[src/rtl/cavlc_coeff_expander.sv]
// Rebuilds one CAVLC residual block from TotalCoeff/TotalZeros and reverse-order
// (level, run_before) pairs, then streams it out in zigzag order over valid/ready.
module cavlc_coeff_expander #(
    parameter int  COEFF_W   = 8,
    parameter int  MAX_COEFF = 16,
    localparam int IDX_W     = $clog2(MAX_COEFF)
) (
    input  logic               clk,
    input  logic               rst,
    input  logic               blk_start_i,
    input  logic [IDX_W:0]     total_coeff_i,
    input  logic [IDX_W-1:0]   total_zeros_i,
    input  logic               pair_valid_i,
    output logic               pair_ready_o,
    input  logic [COEFF_W-1:0] level_i,
    input  logic [IDX_W-1:0]   run_before_i,
    output logic               coeff_valid_o,
    input  logic               coeff_ready_i,
    output logic [COEFF_W-1:0] coeff_o,
    output logic [IDX_W-1:0]   coeff_idx_o,
    output logic               blk_done_o,
    output logic               busy_o,
    output logic               err_o
);

    typedef enum logic [1:0] {IDLE, FILL, EMIT} state_t;

    state_t                     state;
    logic signed [COEFF_W-1:0]  coef_buf [MAX_COEFF];
    logic [IDX_W:0]             pos;
    logic [IDX_W:0]             zl;
    logic [IDX_W:0]             tc;
    logic [IDX_W:0]             cnt;
    logic [IDX_W-1:0]           oidx;
    logic                       drop;

    logic [IDX_W+1:0]           hdr_sum;
    logic                       hdr_err;
    logic [IDX_W:0]             cnt_nxt;
    logic                       last_pair;
    logic                       run_err;
    logic [IDX_W+1:0]           step;
    logic                       pos_uf;
    logic [IDX_W:0]             pos_nxt;

    assign hdr_sum   = {1'b0, total_coeff_i} + {2'b00, total_zeros_i};
    assign hdr_err   = hdr_sum > (IDX_W+2)'(MAX_COEFF);
    assign cnt_nxt   = cnt + (IDX_W+1)'(1);
    assign last_pair = cnt_nxt == tc;

    // A run larger than the zeros left means a corrupt stream: consume only what is left.
    assign run_err   = {1'b0, run_before_i} > zl;
    assign step      = run_err ? ({1'b0, zl} + (IDX_W+2)'(1))
                               : ({2'b00, run_before_i} + (IDX_W+2)'(1));
    assign pos_uf    = step > {1'b0, pos};
    assign pos_nxt   = pos - step[IDX_W:0];

    assign pair_ready_o  = (state == FILL);
    assign coeff_valid_o = (state == EMIT);
    assign busy_o        = (state != IDLE);
    assign coeff_o       = (state == EMIT) ? coef_buf[oidx] : '0;
    assign coeff_idx_o   = oidx;

    always_ff @(posedge clk or negedge rst) begin
        if (!rst) begin
            state      <= IDLE;
            for (int i = 0; i < MAX_COEFF; i++) coef_buf[i] <= '0;
            pos        <= '0;
            zl         <= '0;
            tc         <= '0;
            cnt        <= '0;
            oidx       <= '0;
            drop       <= 1'b0;
            blk_done_o <= 1'b0;
            err_o      <= 1'b0;
        end else begin
            blk_done_o <= 1'b0;
            case (state)
                IDLE: begin
                    if (blk_start_i) begin
                        for (int i = 0; i < MAX_COEFF; i++) coef_buf[i] <= '0;
                        tc    <= (total_coeff_i > (IDX_W+1)'(MAX_COEFF)) ?
                                 (IDX_W+1)'(MAX_COEFF) : total_coeff_i;
                        zl    <= {1'b0, total_zeros_i};
                        pos   <= hdr_err ? (IDX_W+1)'(MAX_COEFF - 1) :
                                 (IDX_W+1)'(hdr_sum - (IDX_W+2)'(1));
                        cnt   <= '0;
                        oidx  <= '0;
                        drop  <= 1'b0;
                        err_o <= hdr_err;
                        state <= (total_coeff_i != '0) ? FILL : EMIT;
                    end
                end
                FILL: begin
                    if (pair_valid_i) begin
                        if (!drop && pos < (IDX_W+1)'(MAX_COEFF))
                            coef_buf[pos[IDX_W-1:0]] <= level_i;
                        cnt <= cnt_nxt;
                        if (last_pair) begin
                            state <= EMIT;
                        end else begin
                            if (run_err) begin
                                err_o <= 1'b1;
                                zl    <= '0;
                            end else begin
                                zl    <= zl - {1'b0, run_before_i};
                            end
                            if (pos_uf) begin
                                err_o <= 1'b1;
                                drop  <= 1'b1;
                            end else begin
                                pos   <= pos_nxt;
                            end
                        end
                    end
                end
                EMIT: begin
                    if (coeff_ready_i) begin
                        if (oidx == IDX_W'(MAX_COEFF - 1)) begin
                            oidx       <= '0;
                            state      <= IDLE;
                            blk_done_o <= 1'b1;
                        end else begin
                            oidx       <= oidx + IDX_W'(1);
                        end
                    end
                end
                default: state <= IDLE;
            endcase
        end
    end

endmodule

[config.mk]
export PLATFORM = sky130hd
export DESIGN_NAME = cavlc_coeff_expander
export DESIGN_NICKNAME = d
export VERILOG_FILES = /design/src/rtl/cavlc_coeff_expander.sv
export SDC_FILE = /design/constraint.sdc
export NUM_CORES = 1
export LEC_CHECK = 0
export BUFFER_PORTS_ARGS = -buffer_cell sky130_fd_sc_hd__buf_2
export CAP_MARGIN = 20
export CORE_MARGIN = 8
export CORE_UTILIZATION = 55
export DETAILED_ROUTE_END_ITERATION = 8
export PLACE_DENSITY_LB_ADDON = 0.25
export SYNTH_ARGS = -nofsm -noshare
export SYNTH_HDL_FRONTEND = slang
export SYNTH_SLANG_ARGS = --single-unit
[constraint.sdc]
create_clock -name clk -period 3.4 [get_ports clk]
set_input_delay 0.51 -clock clk [delete_from_list [all_inputs] [get_ports clk]]
set_output_delay 0.51 -clock clk [all_outputs]
set_load 0.03 [all_outputs]
==> impl_summary.log, run 1 <==
INFO  metric slew_violations = 0
INFO  metric final.fill_count = 1136
INFO  metric design.portCount = 43
INFO  metric worst_setup_path_start_kind = flop
INFO  metric drt_pre_antenna_iters = 5
INFO  metric ys_dominant_reg_cell = sky130_fd_sc_hd__dfrtp_1
INFO  metric syn-instance-count = 677
INFO  metric fin_crit_sh = 95.8%
INFO  metric cts-buffers-inserted = 17
INFO  metric cpMostUsedCell = sky130_fd_sc_hd__mux4_2
INFO  metric dieWidth = 139 µm
INFO  metric syn_to_final_growth = 11.1%
INFO  metric power_switching = 3.10 mW
INFO  metric postCtsSetupRepairBufs = 0
INFO  metric synthArstFlopShare = 100%
INFO  metric cts_htree_levels = 4
INFO  metric part_of_the_total_power_dissipated_in_sequential_elements = 36.2%
INFO  metric tritoncts = done
INFO  metric final_hold_viol_count = 0
INFO  metric layout.core_utilization = 61.5%
INFO  metric mappedNetlistArea = 8260 µm²
INFO  metric cpMaxStageDelayCell = sky130_fd_sc_hd__dfrtp_2
INFO  metric root_buffer = sky130_fd_sc_hd__clkbuf_16
INFO  metric dr.first_iter.drc_count = 621
INFO  metric clk_latency = 0.43 ns
INFO  metric route.vias.total = 6004
INFO  metric via_per_inst = 6.65
INFO  metric area.sequential = 3930 µm²
INFO  metric grt_antenna_before_repair = 0
INFO  metric max_freq = 307 MHz
INFO  metric grt_usage = 22.0%
INFO  metric gp_routability_congestion = 0.924
INFO  metric cellInternalPower = 5.14 mW
INFO  metric synth_enable_flop_cells = 0
INFO  metric net_count_of_the_mapped_netlist = 728
INFO  metric share_comb_of_total_power = 40.2%
INFO  metric global_route.overflow_total = 0
INFO  metric slowest_delay = 0.64 ns
INFO  metric rsz0062_at_grt = false
INFO  metric placed_cells = 872
INFO  metric critPathTopFamily = multiplexers
INFO  metric wl = 20700 µm
INFO  metric inserted_diodes = 0
INFO  metric syn_avg_cell_area = 12.2 µm²
INFO  metric die-area = 19200 µm²
INFO  metric drtAntennaViolNets = 0
INFO  metric cp_cell_sequence = buf_12 > mux4_2 > mux4_2 > and2_1 > buf_2
INFO  metric totalPowerFinal = 8.24 mW
INFO  metric chipHeight = 139 µm
INFO  metric post_synth_num_cell_types = 57
INFO  metric vdd_drop_max = 0.000458 V
INFO  metric setup_ws = 0.142 ns
INFO  metric finalSetupViolCount = 0
INFO  metric finClkSkew = 0.00831 ns
INFO  metric dpl-instance-area = 8590 µm²
INFO  metric layout_min_cycle_time = 3.26 ns
INFO  metric core_area = 14900 µm²
INFO  metric clock_path_buffers = 2
INFO  metric layout.cells.non_filler = 903
INFO  metric clk_transition_reported_paths = 0.06 ns
INFO  metric worst-path-buf-inv = 2
INFO  metric postCtsResizedCells = 0
INFO  metric grt_max_degree = 79
INFO  metric drc = 0
INFO  metric worst-path-max-fanout = 18
INFO  metric status = finished, final reports clean
INFO  metric dpl.hpwl = 14300 µm
INFO  metric grt_pass1_vias = 6141
INFO  metric placement.io_buffers = 42
INFO  metric initial_core_util = 55.4%
INFO  metric swShare = 37.6%
INFO  metric timing.max_slew.rel_slack = 42.8%
INFO  metric yosys_register_bits = 157
INFO  metric worst_ep_required_time = 2.89 ns
INFO  metric hold_ws = 0.110 ns
INFO  metric worst_slew_pin_slew = 0.856 ns
INFO  metric cts_hold_repair.buffers = 0
INFO  metric max-cap-violations = 0
INFO  metric final_sum_of_negative_setup_slack = 0 ns
INFO  metric path_class = reg2out
INFO  metric numClockSinks = 157
INFO  metric power_per_cell_area = 897 nW/µm²
INFO  metric timing.critical_path.to_type = output port
INFO  metric yosysSeqAreaShare = 47.6%
INFO  metric grt_pass1_wl = 33900 µm
INFO  metric drive_above_1_share = 22.2%
INFO  metric placementRows = 45
INFO  metric hold_class = in2async
INFO  metric finalInstanceArea = 9180 µm²
INFO  metric route.detailed.wl_per_inst = 22.9 µm
INFO  metric yosys_warnings = 0
INFO  metric num-nets-final = 754
INFO  metric multi_input_combinational_cell_area = 4030 µm²
INFO  metric clock_share_of_power = 23.6%
INFO  metric pre_cts_ws = -0.0224 ns
INFO  metric static-leakage-power = 4.13 nW
INFO  metric worst-endpoint-arrival = 2.75 ns
cell families (layout without fill, tap and decap cells):
group                    Yosys count  after routing  share of synthesized area [%]
flip-flops                       157            157                           47.6
adder cells (fa/ha/maj)           25             25                           4.06
AO/OA/AOI/OAI                    222            222                           21.0
XOR/XNOR                          18             18                           1.91
buffers and inverters             66            104                           3.71
multiplexers                      46             46                           11.7
AND/OR/NAND/NOR                  143            143                           10.1
flip-flops by register name, indices dropped and copies added, names as in the netlist:
signal and cells:
err_o 1, zl 5, blk_done_o 1, state 2
cnt 5, coef_buf 128, tc 5, coeff_idx_o 4
pos 5, drop 1
path summary, 6_finish.rpt:
check,start,cells past startpoint,slack [ns],endpoint
setup / recovery,coeff_idx_o[0],5,0.14,coeff_o[7]
max in group asynchronous,rst,2,2.48,coef_buf[6]
hold / removal,rst,1,0.11,coef_buf[66]
setup reg to reg,zl[1],15,0.29,pos[4]
min in group clk,total_coeff_i[0],3,0.37,tc[0]
hold reg to reg,coef_buf[64],1,0.50,coef_buf[64]
final cells by class:
type                       count  share of cell area (%)
sequential                   157                    42.8
multi-input combinational    454                    43.8
tap                          188                    2.56
inverter                      20                   0.818
timing repair buffer          53                    3.53
clock inverter                13                    1.77
clock buffer                  18                    4.67
synthesized netlist by cell type (all sizes together) (2+ instances only):
cell | instances | area share, %
a211oi | 5 | 0.45
a21o | 11 | 1.0
a21oi | 16 | 1.0
a221oi | 6 | 0.64
a22o | 128 | 14
a31oi | 3 | 0.23
and2 | 18 | 1.4
and3 | 3 | 0.23
buf | 28 | 2.0
clkbuf | 18 | 0.83
dfrtp | 157 | 48
fa | 3 | 0.73
ha | 22 | 3.3
inv | 20 | 0.91
mux2 | 3 | 0.41
mux2i | 3 | 0.36
mux4 | 40 | 11
nand2 | 45 | 2.3
nand2b | 5 | 0.38
nand3 | 13 | 1.2
nand4 | 5 | 0.38
nand4b | 2 | 0.21
nor2 | 29 | 2.3
nor2b | 5 | 0.38
nor3 | 8 | 0.48
nor3b | 3 | 0.27
o211ai | 3 | 0.27
o21a | 2 | 0.18
o21ai | 38 | 2.5
o31ai | 2 | 0.18
or2 | 2 | 0.15
or3 | 2 | 0.15
xnor2 | 9 | 0.95
xor2 | 9 | 0.95
worst register-to-register path: stages (launching register included):
cell	delay, ns
sky130_fd_sc_hd__dfrtp_1	0.40
sky130_fd_sc_hd__ha_1	0.28
sky130_fd_sc_hd__nor2b_1	0.14
sky130_fd_sc_hd__o211ai_1	0.19
sky130_fd_sc_hd__nand3_1	0.23
sky130_fd_sc_hd__buf_4	0.24
sky130_fd_sc_hd__nor2_1	0.09
sky130_fd_sc_hd__a21oi_1	0.07
sky130_fd_sc_hd__ha_1	0.22
sky130_fd_sc_hd__fa_1	0.41
sky130_fd_sc_hd__inv_1	0.07
sky130_fd_sc_hd__a21o_1	0.10
sky130_fd_sc_hd__a21oi_1	0.07
sky130_fd_sc_hd__xnor2_1	0.13
sky130_fd_sc_hd__a221oi_1	0.29
sky130_fd_sc_hd__a21oi_1	0.07
layer usage:
layer  GRT usage, %  vias to the layer above  share of wire (%)
met5              0                        -                  0
met4           6.52                        0                1.5
met3           6.03                       25                6.3
met2           33.6                      206                 48
met1           30.0                     3122                 45
li1               -                     2651                  -
layout by cell type, fill, tap and decap left out, drive strengths merged, types with 6 or more instances in the layout:
cell type / instances
xnor2: 9
a221oi: 6
nand3: 13
nor3: 8
nand2: 45
and2: 18
clkbuf: 18
dfrtp: 157
inv: 24
a21oi: 16
buf: 53
a21o: 11
nor2: 29
a22o: 128
o21ai: 38
ha: 22
xor2: 9
mux4: 40
power by group through the flow:
stage / logic (mW) / clock network, mW / registers, mW
after floorplan: 2.64 / 0 / 2.78
after global placement: 3.20 / 0 / 2.95
after detailed placement: 3.30 / 0 / 2.97
after CTS: 3.32 / 1.96 / 2.96
after global routing: 3.62 / 2.05 / 3.05
final: 3.31 / 1.95 / 2.98
Power figures use the tool's default switching activity.
==> run 2: changes to the inputs <==
--- a/config.mk
+++ b/config.mk
@@ -8,7 +8,7 @@
 export BUFFER_PORTS_ARGS = -buffer_cell sky130_fd_sc_hd__buf_2
 export CAP_MARGIN = 20
 export CORE_MARGIN = 8
-export CORE_UTILIZATION = 55
+export CORE_UTILIZATION = 30
 export DETAILED_ROUTE_END_ITERATION = 8
 export PLACE_DENSITY_LB_ADDON = 0.25
 export SYNTH_ARGS = -nofsm -noshare
==> impl_summary.log, run 2 (synthesized netlist as in run 1, its figures left out) <==
INFO  metric route.vias.total = 5770 (was 6004)
INFO  metric hold_ws = 0.0848 ns (was 0.110 ns)
INFO  metric tritoncts = done (unchanged)
INFO  metric chipHeight = 182 µm (was 139 µm)
INFO  metric r2r_slack = 0.33 ns (was 0.29 ns)
INFO  metric grt_max_degree = 69 (was 79)
INFO  metric dr.first_iter.drc_count = 481 (was 621)
INFO  metric final_sum_of_negative_setup_slack = 0 ns (unchanged)
INFO  metric design.portCount = 43 (unchanged)
INFO  metric dieWidth = 182 µm (was 139 µm)
INFO  metric root_buffer = sky130_fd_sc_hd__clkbuf_16 (unchanged)
INFO  metric inserted_diodes = 0 (unchanged)
INFO  metric dpl-instance-area = 8800 µm² (was 8590 µm²)
INFO  metric initial_core_util = 30.6% (was 55.4%)
INFO  metric static-leakage-power = 4.13 nW (about the same)
INFO  metric clk_latency = 0.43 ns (about the same)
INFO  metric clock_path_buffers = 2 (unchanged)
INFO  metric drc = 0 (unchanged)
INFO  metric max_ffs_per_register = 128 (unchanged)
INFO  metric layout.cells.non_filler = 1058 (was 903)
INFO  metric slew_violations = 0 (unchanged)
INFO  metric layout.cells.most_common_list = sky130_fd_sc_hd__dfrtp_1 (156), sky130_fd_sc_hd__a22o_1 (128), sky130_fd_sc_hd__buf_2 (41) (unchanged)
INFO  metric cp-endpoint = coeff_o[3] (was coeff_o[7])
INFO  metric drt_pre_antenna_iters = 5 (unchanged)
INFO  metric placementRows = 60 (was 45)
INFO  metric path_class = reg2out (unchanged)
INFO  metric reg2reg_from = zl[2] (was zl[1])
INFO  metric pre_cts_ws = 0.0407 ns (was -0.0224 ns)
INFO  metric grt_pass1_wl = 36600 µm (was 33900 µm)
INFO  metric timing.max_slew.rel_slack = 44.4% (was 42.8%)
INFO  metric worst-endpoint-arrival = 2.65 ns (was 2.75 ns)
INFO  metric setup_ws = 0.245 ns (was 0.142 ns)
INFO  metric max_freq = 317 MHz (was 307 MHz)
INFO  metric fin_crit_sh = 92.8% (was 95.8%)
INFO  metric grt_usage = 14.3% (was 22.0%)
INFO  metric syn_to_final_growth = 13.4% (was 11.1%)
INFO  metric gp_routability_congestion = 0.815 (was 0.924)
INFO  metric cts_htree_levels = 4 (unchanged)
INFO  metric cts_hold_repair.buffers = 0 (unchanged)
INFO  metric rsz0062_at_grt = false (unchanged)
INFO  metric worst_ep_required_time = 2.89 ns (about the same)
INFO  metric route.detailed.wl_per_inst = 21.7 µm (was 22.9 µm)
INFO  metric via_per_inst = 5.45 (was 6.65)
INFO  metric worst_setup_path_start_kind = flop (unchanged)
INFO  metric regMostFlops = coef_buf (unchanged)
INFO  metric cts-buffers-inserted = 17 (unchanged)
INFO  metric timing.critical_path.to_type = output port (unchanged)
INFO  metric wl = 23000 µm (was 20700 µm)
INFO  metric dpl.hpwl = 15200 µm (was 14300 µm)
INFO  metric clk_transition_reported_paths = 0.07 ns (was 0.06 ns)
INFO  metric worst-path-max-fanout = 32 (was 18)
INFO  metric most_common_cell_after_layout_fill_and_taps_aside = sky130_fd_sc_hd__dfrtp_1 (unchanged)
INFO  metric vdd_drop_max = 0.000386 V (was 0.000458 V)
INFO  metric die-area = 33100 µm² (was 19200 µm²)
INFO  metric drtAntennaViolNets = 0 (unchanged)
INFO  metric drive_above_1_share = 22.6% (was 22.2%)
INFO  metric finClkSkew = 0.00966 ns (was 0.00831 ns)
INFO  metric status = finished, final reports clean (unchanged)
INFO  metric finalSetupViolCount = 0 (unchanged)
INFO  metric postCtsSetupRepairBufs = 0 (unchanged)
INFO  metric final_hold_viol_count = 0 (unchanged)
INFO  metric worst_slew_pin_slew = 0.832 ns (was 0.856 ns)
INFO  metric layout_min_cycle_time = 3.16 ns (was 3.26 ns)
INFO  metric placement.io_buffers = 42 (unchanged)
INFO  metric numClockSinks = 157 (unchanged)
INFO  metric grt_pass1_vias = 6095 (was 6141)
INFO  metric num-nets-final = 755 (was 754)
INFO  metric timing.reg2reg.worst_path_depth = 11 (was 15)
INFO  metric critical_path.startpoint = coeff_idx_o[0] (unchanged)
INFO  metric hold_class = in2async (unchanged)
INFO  metric placed_cells = 1026 (was 872)
INFO  metric max-cap-violations = 0 (unchanged)
INFO  metric global_route.overflow_total = 0 (unchanged)
INFO  metric postCtsResizedCells = 0 (unchanged)
INFO  metric crit_reg_reg_endpoint = pos[1] (was pos[4])
INFO  metric finalInstanceArea = 9370 µm² (was 9180 µm²)
INFO  metric grt_antenna_before_repair = 1 (was 0)
INFO  metric core_area = 27000 µm² (was 14900 µm²)
INFO  metric power_per_cell_area = 871 nW/µm² (was 897 nW/µm²)
==> run 2: per-layer routing <==
layer	part of all wire (%)	vias up	GRT usage, %	routed length, µm
met5	0.057	-	0	13
met2	46	129	21.6	10500
li1	-	2643	-	-
met1	48	2977	20.1	10900
met3	5.2	19	3.85	1200
met4	1.3	2	3.18	293
==> run 2: area by class of cell <==
class                           count  area, µm²
Fill cell                        2670      17700
Multi-Input combinational cell    454       4030
Sequential cell                   157       3930
Clock buffer                       18        439
Tap cell                          341        427
Timing Repair Buffer               54        344
Clock inverter                     14        125
Inverter                           20       75.1
==> run 2: through the flow <==
| stage | util (%) | power [mW] |
|---|---|---|
| after global placement | 32.6 | 6.33 |
| after floorplan | - | 5.42 |
| final | 34.7 | 8.16 |
| after detailed placement | 32.6 | 6.34 |
| after global routing | 34.7 | 8.72 |
| after CTS | 34.7 | 8.22 |
==> run 2: where the power goes <==
part           switching (mW)  internal [mW]  total [mW]
clock network           0.872          0.983        1.86
logic                    1.88           1.49        3.37
registers               0.456           2.48        2.94
total                    3.21           4.95        8.16
==> run 2: how the worst min path moves through the flow <==
stage,end,cells after the start,slack (ns),startpoint
6_report,coef_buf[102],1,0.08,rst
3_5_place_dp,coef_buf[71],1,0.48,coef_buf[71]
3_3_place_gp,drop,1,0.47,drop
4_1_cts,coef_buf[87],1,0.11,rst
5_1_grt,coef_buf[87],1,0.14,rst
2_1_floorplan,blk_done_o,0,0.21,rst
==> run 2: worst max-delay path, cell delays in order, from the launching register on <==
cell and delay [ns]:
sky130_fd_sc_hd__dfrtp_2 0.44, sky130_fd_sc_hd__buf_12 0.30, sky130_fd_sc_hd__mux4_2 0.61, sky130_fd_sc_hd__mux4_2 0.51, sky130_fd_sc_hd__and2_1 0.17, sky130_fd_sc_hd__buf_2 0.17
